### config.mk
export PLATFORM = sky130hd
export DESIGN_NAME = mmio_xbar_flat
export DESIGN_NICKNAME = d
export VERILOG_FILES = /design/src/rtl/mmio_xbar_if.sv /design/src/rtl/mmio_xbar.sv /design/src/flat_wrapper.sv
export SDC_FILE = /design/constraint.sdc
export NUM_CORES = 1
export LEC_CHECK = 0
export ABC_AREA = 1
export ABC_CLOCK_PERIOD_IN_PS = 2880
export BUFFER_PORTS_ARGS = -buffer_cell sky130_fd_sc_hd__buf_2
export CAP_MARGIN = 20
export CORE_MARGIN = 8
export CORE_UTILIZATION = 49
export DETAILED_ROUTE_END_ITERATION = 7
export PLACE_DENSITY = 0.87
export SETUP_SLACK_MARGIN = 0.15
export SLEW_MARGIN = 20
export SYNTH_ARGS = -nofsm -noshare
export SYNTH_HDL_FRONTEND = slang
export SYNTH_SLANG_ARGS = --single-unit
### constraint.sdc
create_clock -name clk -period 2.88 [get_ports clk]
set_clock_uncertainty 0.15 [all_clocks]
set_input_delay 0.432 -clock clk [delete_from_list [all_inputs] [get_ports clk]]
set_output_delay 0.432 -clock clk [all_outputs]
set_load 0.005 [all_outputs]
### src/rtl/mmio_xbar_if.sv
// Bundle of CPU-side and peripheral-side signals around the MMIO crossbar.
// The slave modport is the crossbar's own view: it serves CPU requests and
// drives the peripheral strobes. The master modport is the surrounding
// system: the CPU issuing requests and the peripherals answering them.
interface mmio_xbar_if #(
    parameter int N_SLAVE = 2,
    parameter int ADDR_W  = 32,
    parameter int DATA_W  = 32
);
    logic                      m_en;
    logic                      m_we;
    logic [ADDR_W-1:0]         m_addr;
    logic [DATA_W-1:0]         m_wdata;
    logic                      m_ready;
    logic                      m_rvalid;
    logic [DATA_W-1:0]         m_rdata;
    logic                      m_err;
    logic [N_SLAVE-1:0]        s_en;
    logic [N_SLAVE-1:0]        s_we;
    logic [ADDR_W*N_SLAVE-1:0] s_addr;
    logic [DATA_W*N_SLAVE-1:0] s_wdata;
    logic [N_SLAVE-1:0]        s_ack;
    logic [DATA_W*N_SLAVE-1:0] s_rdata;

    modport slave (
        input  m_en, m_we, m_addr, m_wdata, s_ack, s_rdata,
        output m_ready, m_rvalid, m_rdata, m_err, s_en, s_we, s_addr, s_wdata
    );

    modport master (
        output m_en, m_we, m_addr, m_wdata, s_ack, s_rdata,
        input  m_ready, m_rvalid, m_rdata, m_err, s_en, s_we, s_addr, s_wdata
    );
endinterface

### src/rtl/mmio_xbar.sv
// MMIO router: one CPU master fanned out to N_SLAVE peripherals, decoded on an
// address byte. One transaction in flight; registered request and response,
// with unmapped-address and timeout errors.
module mmio_xbar #(
    parameter int N_SLAVE = 2,
    parameter int ADDR_W  = 32,
    parameter int DATA_W  = 32,
    parameter int SEL_HI  = 31,
    parameter int SEL_LO  = 24,
    parameter logic [N_SLAVE*(SEL_HI-SEL_LO+1)-1:0] SLAVE_BASE = {8'h09, 8'h06},
    parameter int TIMEOUT = 255
) (
    input  logic        clk,
    input  logic        rst_n,
    mmio_xbar_if.slave  bus
);
    localparam int FLD_W = SEL_HI - SEL_LO + 1;
    localparam int SEL_W = (N_SLAVE > 1) ? $clog2(N_SLAVE) : 1;
    localparam int CNT_W = (TIMEOUT > 0) ? $clog2(TIMEOUT + 1) : 1;

    localparam logic [1:0] ST_IDLE = 2'd0;
    localparam logic [1:0] ST_BUSY = 2'd1;
    localparam logic [1:0] ST_RESP = 2'd2;

    logic [1:0]        state_reg;
    logic [ADDR_W-1:0] addr_reg;
    logic [DATA_W-1:0] wdata_reg;
    logic              we_reg;
    logic [SEL_W-1:0]  sel_reg;
    logic [CNT_W-1:0]  cnt_reg;
    logic [DATA_W-1:0] rdata_reg;
    logic              err_reg;

    logic [N_SLAVE-1:0] hit;
    logic               hit_any;
    logic [SEL_W-1:0]   hit_sel;
    logic               ack_sel;
    logic [DATA_W-1:0]  rdata_sel;
    logic               timeout_hit;

    // Per-slave address match on the decoded field
    generate
        for (genvar gi = 0; gi < N_SLAVE; gi++) begin : g_decode
            assign hit[gi] = (bus.m_addr[SEL_HI:SEL_LO] == SLAVE_BASE[gi*FLD_W +: FLD_W]);
        end
    endgenerate

    assign hit_any = |hit;

    // Priority encode: scanning downward lets the lowest matching index win
    always_comb begin
        hit_sel = '0;
        for (int i = N_SLAVE - 1; i >= 0; i--) begin
            if (hit[i]) hit_sel = SEL_W'(i);
        end
    end

    // Only the selected slave's ack/data can complete a transfer
    assign ack_sel     = bus.s_ack[sel_reg];
    assign rdata_sel   = bus.s_rdata[int'(sel_reg)*DATA_W +: DATA_W];
    assign timeout_hit = (TIMEOUT != 0) && ((int'(cnt_reg) + 1) == TIMEOUT);

    // Transaction FSM with request latches, timeout counter and response registers
    always_ff @(posedge clk or negedge rst_n) begin
        if (!rst_n) begin
            state_reg <= ST_IDLE;
            addr_reg  <= '0;
            wdata_reg <= '0;
            we_reg    <= 1'b0;
            sel_reg   <= '0;
            cnt_reg   <= '0;
            rdata_reg <= '0;
            err_reg   <= 1'b0;
        end else begin
            case (state_reg)
                ST_IDLE: begin
                    if (bus.m_en) begin
                        addr_reg  <= bus.m_addr;
                        wdata_reg <= bus.m_wdata;
                        we_reg    <= bus.m_we;
                        sel_reg   <= hit_sel;
                        cnt_reg   <= '0;
                        if (hit_any) begin
                            state_reg <= ST_BUSY;
                        end else begin
                            rdata_reg <= '0;
                            err_reg   <= 1'b1;
                            state_reg <= ST_RESP;
                        end
                    end
                end
                ST_BUSY: begin
                    // An ack arriving on the timeout cycle still completes normally
                    if (ack_sel) begin
                        rdata_reg <= we_reg ? '0 : rdata_sel;
                        err_reg   <= 1'b0;
                        state_reg <= ST_RESP;
                    end else if (timeout_hit) begin
                        rdata_reg <= '0;
                        err_reg   <= 1'b1;
                        state_reg <= ST_RESP;
                    end else if (TIMEOUT != 0) begin
                        cnt_reg <= cnt_reg + CNT_W'(1);
                    end
                end
                ST_RESP: state_reg <= ST_IDLE;
                default: state_reg <= ST_IDLE;
            endcase
        end
    end

    assign bus.m_ready  = bus.m_en && (state_reg == ST_IDLE);
    assign bus.m_rvalid = (state_reg == ST_RESP);
    assign bus.m_rdata  = rdata_reg;
    assign bus.m_err    = err_reg;

    // Drive only the selected slave's slice; every other slice stays zero
    generate
        for (genvar gi = 0; gi < N_SLAVE; gi++) begin : g_slave
            logic active;
            assign active = (state_reg == ST_BUSY) && (sel_reg == SEL_W'(gi));
            assign bus.s_en[gi]                      = active;
            assign bus.s_we[gi]                      = active && we_reg;
            assign bus.s_addr[gi*ADDR_W +: ADDR_W]   = active ? addr_reg  : '0;
            assign bus.s_wdata[gi*DATA_W +: DATA_W]  = active ? wdata_reg : '0;
        end
    endgenerate
endmodule

### src/flat_wrapper.sv
// flat-port wrapper written by rule: the top's interface ports become plain ports
module mmio_xbar_flat 
#(
    parameter int N_SLAVE = 2,
    parameter int ADDR_W  = 32,
    parameter int DATA_W  = 32,
    parameter int SEL_HI  = 31,
    parameter int SEL_LO  = 24,
    parameter logic [N_SLAVE*(SEL_HI-SEL_LO+1)-1:0] SLAVE_BASE = {8'h09, 8'h06},
    parameter int TIMEOUT = 255
)
  (clk, rst_n, bus_m_en, bus_m_we, bus_m_addr, bus_m_wdata, bus_s_ack, bus_s_rdata, bus_m_ready, bus_m_rvalid, bus_m_rdata, bus_m_err, bus_s_en, bus_s_we, bus_s_addr, bus_s_wdata);
  mmio_xbar_if #(.N_SLAVE(N_SLAVE), .ADDR_W(ADDR_W), .DATA_W(DATA_W)) bus_i ();
  input  logic clk;
  input  logic rst_n;
  input wire logic [$bits(bus_i.m_en)-1:0] bus_m_en;
  input wire logic [$bits(bus_i.m_we)-1:0] bus_m_we;
  input wire logic [$bits(bus_i.m_addr)-1:0] bus_m_addr;
  input wire logic [$bits(bus_i.m_wdata)-1:0] bus_m_wdata;
  input wire logic [$bits(bus_i.s_ack)-1:0] bus_s_ack;
  input wire logic [$bits(bus_i.s_rdata)-1:0] bus_s_rdata;
  output wire logic [$bits(bus_i.m_ready)-1:0] bus_m_ready;
  output wire logic [$bits(bus_i.m_rvalid)-1:0] bus_m_rvalid;
  output wire logic [$bits(bus_i.m_rdata)-1:0] bus_m_rdata;
  output wire logic [$bits(bus_i.m_err)-1:0] bus_m_err;
  output wire logic [$bits(bus_i.s_en)-1:0] bus_s_en;
  output wire logic [$bits(bus_i.s_we)-1:0] bus_s_we;
  output wire logic [$bits(bus_i.s_addr)-1:0] bus_s_addr;
  output wire logic [$bits(bus_i.s_wdata)-1:0] bus_s_wdata;
  assign bus_i.m_en = bus_m_en;
  assign bus_i.m_we = bus_m_we;
  assign bus_i.m_addr = bus_m_addr;
  assign bus_i.m_wdata = bus_m_wdata;
  assign bus_i.s_ack = bus_s_ack;
  assign bus_i.s_rdata = bus_s_rdata;
  assign bus_m_ready = bus_i.m_ready;
  assign bus_m_rvalid = bus_i.m_rvalid;
  assign bus_m_rdata = bus_i.m_rdata;
  assign bus_m_err = bus_i.m_err;
  assign bus_s_en = bus_i.s_en;
  assign bus_s_we = bus_i.s_we;
  assign bus_s_addr = bus_i.s_addr;
  assign bus_s_wdata = bus_i.s_wdata;
  mmio_xbar #(.N_SLAVE(N_SLAVE), .ADDR_W(ADDR_W), .DATA_W(DATA_W), .SEL_HI(SEL_HI), .SEL_LO(SEL_LO), .SLAVE_BASE(SLAVE_BASE), .TIMEOUT(TIMEOUT)) u_core (.clk(clk), .rst_n(rst_n), .bus(bus_i));
endmodule
==> impl_metrics.py <==
metrics = {
    "outcome": {
        "status": "finished with violations",
        "violations": "DRC",
    },
    "timing": {
        "tightestPinTransition_ns": 0.673,
        "tns_ns": 0,
        "fin_crit_sh_pct": 88.9,
        "whs_ns": 0.110,
        "setup_ws_ns": 0.320,
        "setup_violations": 0,
        "fin_crit_ns": 2.56,
        "report.final.slew_viol_count": 0,
        "hold_violations": 0,
        "relSlewSlack_pct": 55.2,
        "fmax_mhz": 391,
        "rsz0062_at_grt": "false",
    },
    "critical_path": {
        "cp_top_family": "buffers and inverters",
        "cp_slowest_cell": "dfrtp_1",
        "r2r_cells": 8,
        "cp.arrival_ns": 1.98,
        "cp_common_cell": "nor2_2",
        "crit_fanout": 29,
        "crit_start": "u_core.state_reg[0]",
        "cp.buffers_inverters": 5,
        "reg2reg_slack_ns": 0.60,
        "path_depth": 8,
        "required_ns": 2.30,
        "critical-path-max-stage-delay_ns": 0.41,
        "crit_path_end_kind": "primary output",
        "reg2reg_to": "u_core.bus.m_rdata[4]",
        "r2r_start": "u_core.state_reg[1]",
        "cp-start-kind": "flip-flop",
        "path_class": "flip-flop to primary output",
        "crit_end": "bus_s_wdata[27]",
        "cp_cell_sequence": "inv_1 > nor2_2 > inv_2 > nor2_2 > inv_4 > buf_4 > nor2_1 > buf_2",
    },
    "synthesis": {
        "ys_types": 26,
        "synth.area.top_cells": "dfrtp_1 (50%), nand2_1 (13%), nor2_1 (10%)",
        "synth_fp_nets": 885,
        "synth_largest_area_cell": "dfrtp_1",
        "ys.warnings.count": 0,
        "syn_area_per_cell_um2": 7.33,
        "synth_top_cell_area_share_pct": 49.7,
        "synth_edf_count": 0,
        "ys_seq_area_share_pct": 49.7,
        "synthFlopType": "dfrtp_1",
        "syn_area_um2": 5490,
        "syn-instance-count": 749,
        "ys_async_sr_fraction_pct": 100,
        "ys_ff_latch": 109,
    },
    "floorplan": {
        "die_area_um2": 14800,
        "core_um2": 10900,
        "chipWidth_um": 122,
        "initial_core_util_pct": 50.4,
        "std_cell_rows": 38,
        "die_h_um": 122,
        "num_io_pins": 301,
    },
    "clock_tree": {
        "clk_pin_slew_ns": 0.11,
        "numCtsBuffers": 9,
        "cts_setup_buffers": 0,
        "clk_latency_ns": 0.36,
        "cts_sinks": 109,
        "cts_tree": "done",
        "root_buffer": "clkbuf_8",
        "clock_path_buffers": 2,
        "cts-htree-levels": 3,
    },
    "grt": {
        "grt_pass1_wl_mm": 26.7,
        "grt_max_degree": 67,
        "grt_pass1_vias": 5406,
        "grt_antenna_before_repair": 0,
        "grt_use_total_pct": 22.3,
        "gr-total-overflow": 0,
    },
    "power": {
        "power.leakage_nw": 4.45,
        "ir_drop_mv": 0.226,
        "powerDensity_nw_per_um2": 428,
    },
    "detailed_routing": {
        "vias_per_cell": 4.83,
        "wl_per_cell_um": 14.6,
        "drc": 2,
        "vias": 5658,
        "drt-total-wl_mm": 17.1,
        "drt_iter0_drc": 384,
        "ant_nets": 0,
        "dr.pass1.iters": 8,
    },
    "final_layout": {
        "nFillCells": 973,
        "fin_util_pct": 66.8,
        "antenna_cells": 0,
        "syn_to_final_growth_pct": 32.6,
        "drive_gt1_share_pct": 32.9,
        "nets": 1163,
    },
    "placement": {
        "dpl_worst_slack_ns": 0.542,
        "dpl.hpwl_mm": 13.4,
        "gp_congestion": 0.875,
        "io_buffers": 300,
    },
    "run": {
        "drv_cap": 0,
    },
    "hold_path": {
        "hold_path_class": "input pin to flip-flop",
    },
}
[routing by layer]
| metal | global-route usage (%) | up-vias | wire length, µm |
|---|---|---|---|
| met5 | 0 | - | 0 |
| met4 | 9.10 | 0 | 447 |
| met3 | 4.95 | 32 | 1340 |
| met2 | 39.2 | 207 | 8570 |
| met1 | 25.8 | 2595 | 6730 |
| li1 | - | 2824 | - |
[synth_stat cells (3+ instances only)]
master and count:
o211ai_1 32, nor2_1 146, dfrtp_1 109, buf_2 14
buf_4 3, nand3_1 14, nor3_1 3, nor2_2 4
nand4_1 3, o21ai_0 66, buf_1 3, nand2_1 196
clkbuf_1 22, inv_1 114, buf_6 3
[layout make-up]
| class | instances | area (µm²) | area share (%) |
|---|---|---|---|
| sequential | 109 | 2730 | 37.5 |
| multi-input combinational | 479 | 2110 | 29.0 |
| timing repair buffer | 312 | 1610 | 22.1 |
| inverter | 116 | 438 | 6.02 |
| tap | 140 | 175 | 2.41 |
| clock buffer | 11 | 151 | 2.08 |
| clock inverter | 5 | 66.3 | 0.911 |
[repair_timing]
item,CTS,global route
gates resized for setup,1,0
setup endpoints to repair,27,0
hold buffers,1,0
hold endpoints to repair,36,0
[power breakdown]
part / leakage [nW] / switching (mW) / internal, mW / total (mW)
Sequential: 1.41 / 0.0431 / 1.66 / 1.70
Combinational: 2.93 / 0.282 / 0.147 / 0.429
Clock: 0.108 / 0.526 / 0.459 / 0.985
[worst min path at each step]
stage / to / start / slack, ns / cells after the start
6_report: u_core.addr_reg[9] / bus_m_addr[9] / 0.11 / 3
5_1_grt: u_core.wdata_reg[27] / bus_m_wdata[27] / 0.1 / 3
4_1_cts: u_core.addr_reg[8] / bus_m_addr[8] / 0.09 / 3
3_5_place_dp: u_core.bus.m_rdata[10] / rst_n / 0.29 / 1
3_3_place_gp: u_core.bus.m_rdata[11] / rst_n / 0.28 / 1
2_1_floorplan: u_core.addr_reg[0] / rst_n / -0.01 / 0
[worst register-to-register path: stages, from the launching register on]
cell and delay, ns:
dfrtp_1 0.41, nor2_1 0.13, nand2_2 0.28, inv_2 0.35, nor2_1 0.07, a21oi_1 0.29
nand2_4 0.28, nand2_1 0.16, nand2_1 0.06
[cell families after synthesis]
| family | Yosys count | share of synthesized area [%] |
|---|---|---|
| xor+xnor | 2 | 0.319 |
| mux | 1 | 0.205 |
| fa+ha+maj | 2 | 0.456 |
| compound gates | 103 | 10.9 |
| flops | 109 | 49.7 |
| buf+inv | 161 | 11.9 |
| simple gates | 371 | 26.5 |
[per-stage QoR]
| stage | power (mW) | std cells | instance area [µm²] |
|---|---|---|---|
| after floorplan | 1.95 | 749 | 5490 |
| after global routing | 3.29 | 1172 | 7280 |
| after detailed placement | 2.16 | 1155 | 7050 |
| after global placement | 2.14 | 1155 | 7050 |
| final | 3.12 | 1172 | 7280 |
| after CTS | 3.15 | 1172 | 7280 |
[cell usage in the layout (no fill, tap or decap), types with 2 or more instances in the layout]
master | netlist | routed
dfrtp_1 | 109 | 108
buf_2 | 14 | 299
ha_1 | 2 | 2
nand3_1 | 14 | 14
inv_1 | 114 | 113
nand2_2 | 2 | 3
nor2_2 | 4 | 4
nand2_1 | 196 | 195
o21ai_0 | 66 | 66
clkinv_4 | 0 | 2
o21ai_1 | 2 | 2
inv_2 | 2 | 2
buf_4 | 3 | 11
a21oi_1 | 2 | 2
nor3_1 | 3 | 3
clkbuf_8 | 0 | 11
xor2_1 | 2 | 2
nor2_1 | 146 | 146
nand4_1 | 3 | 3
o211ai_1 | 32 | 32
Power figures use the tool's default switching activity.
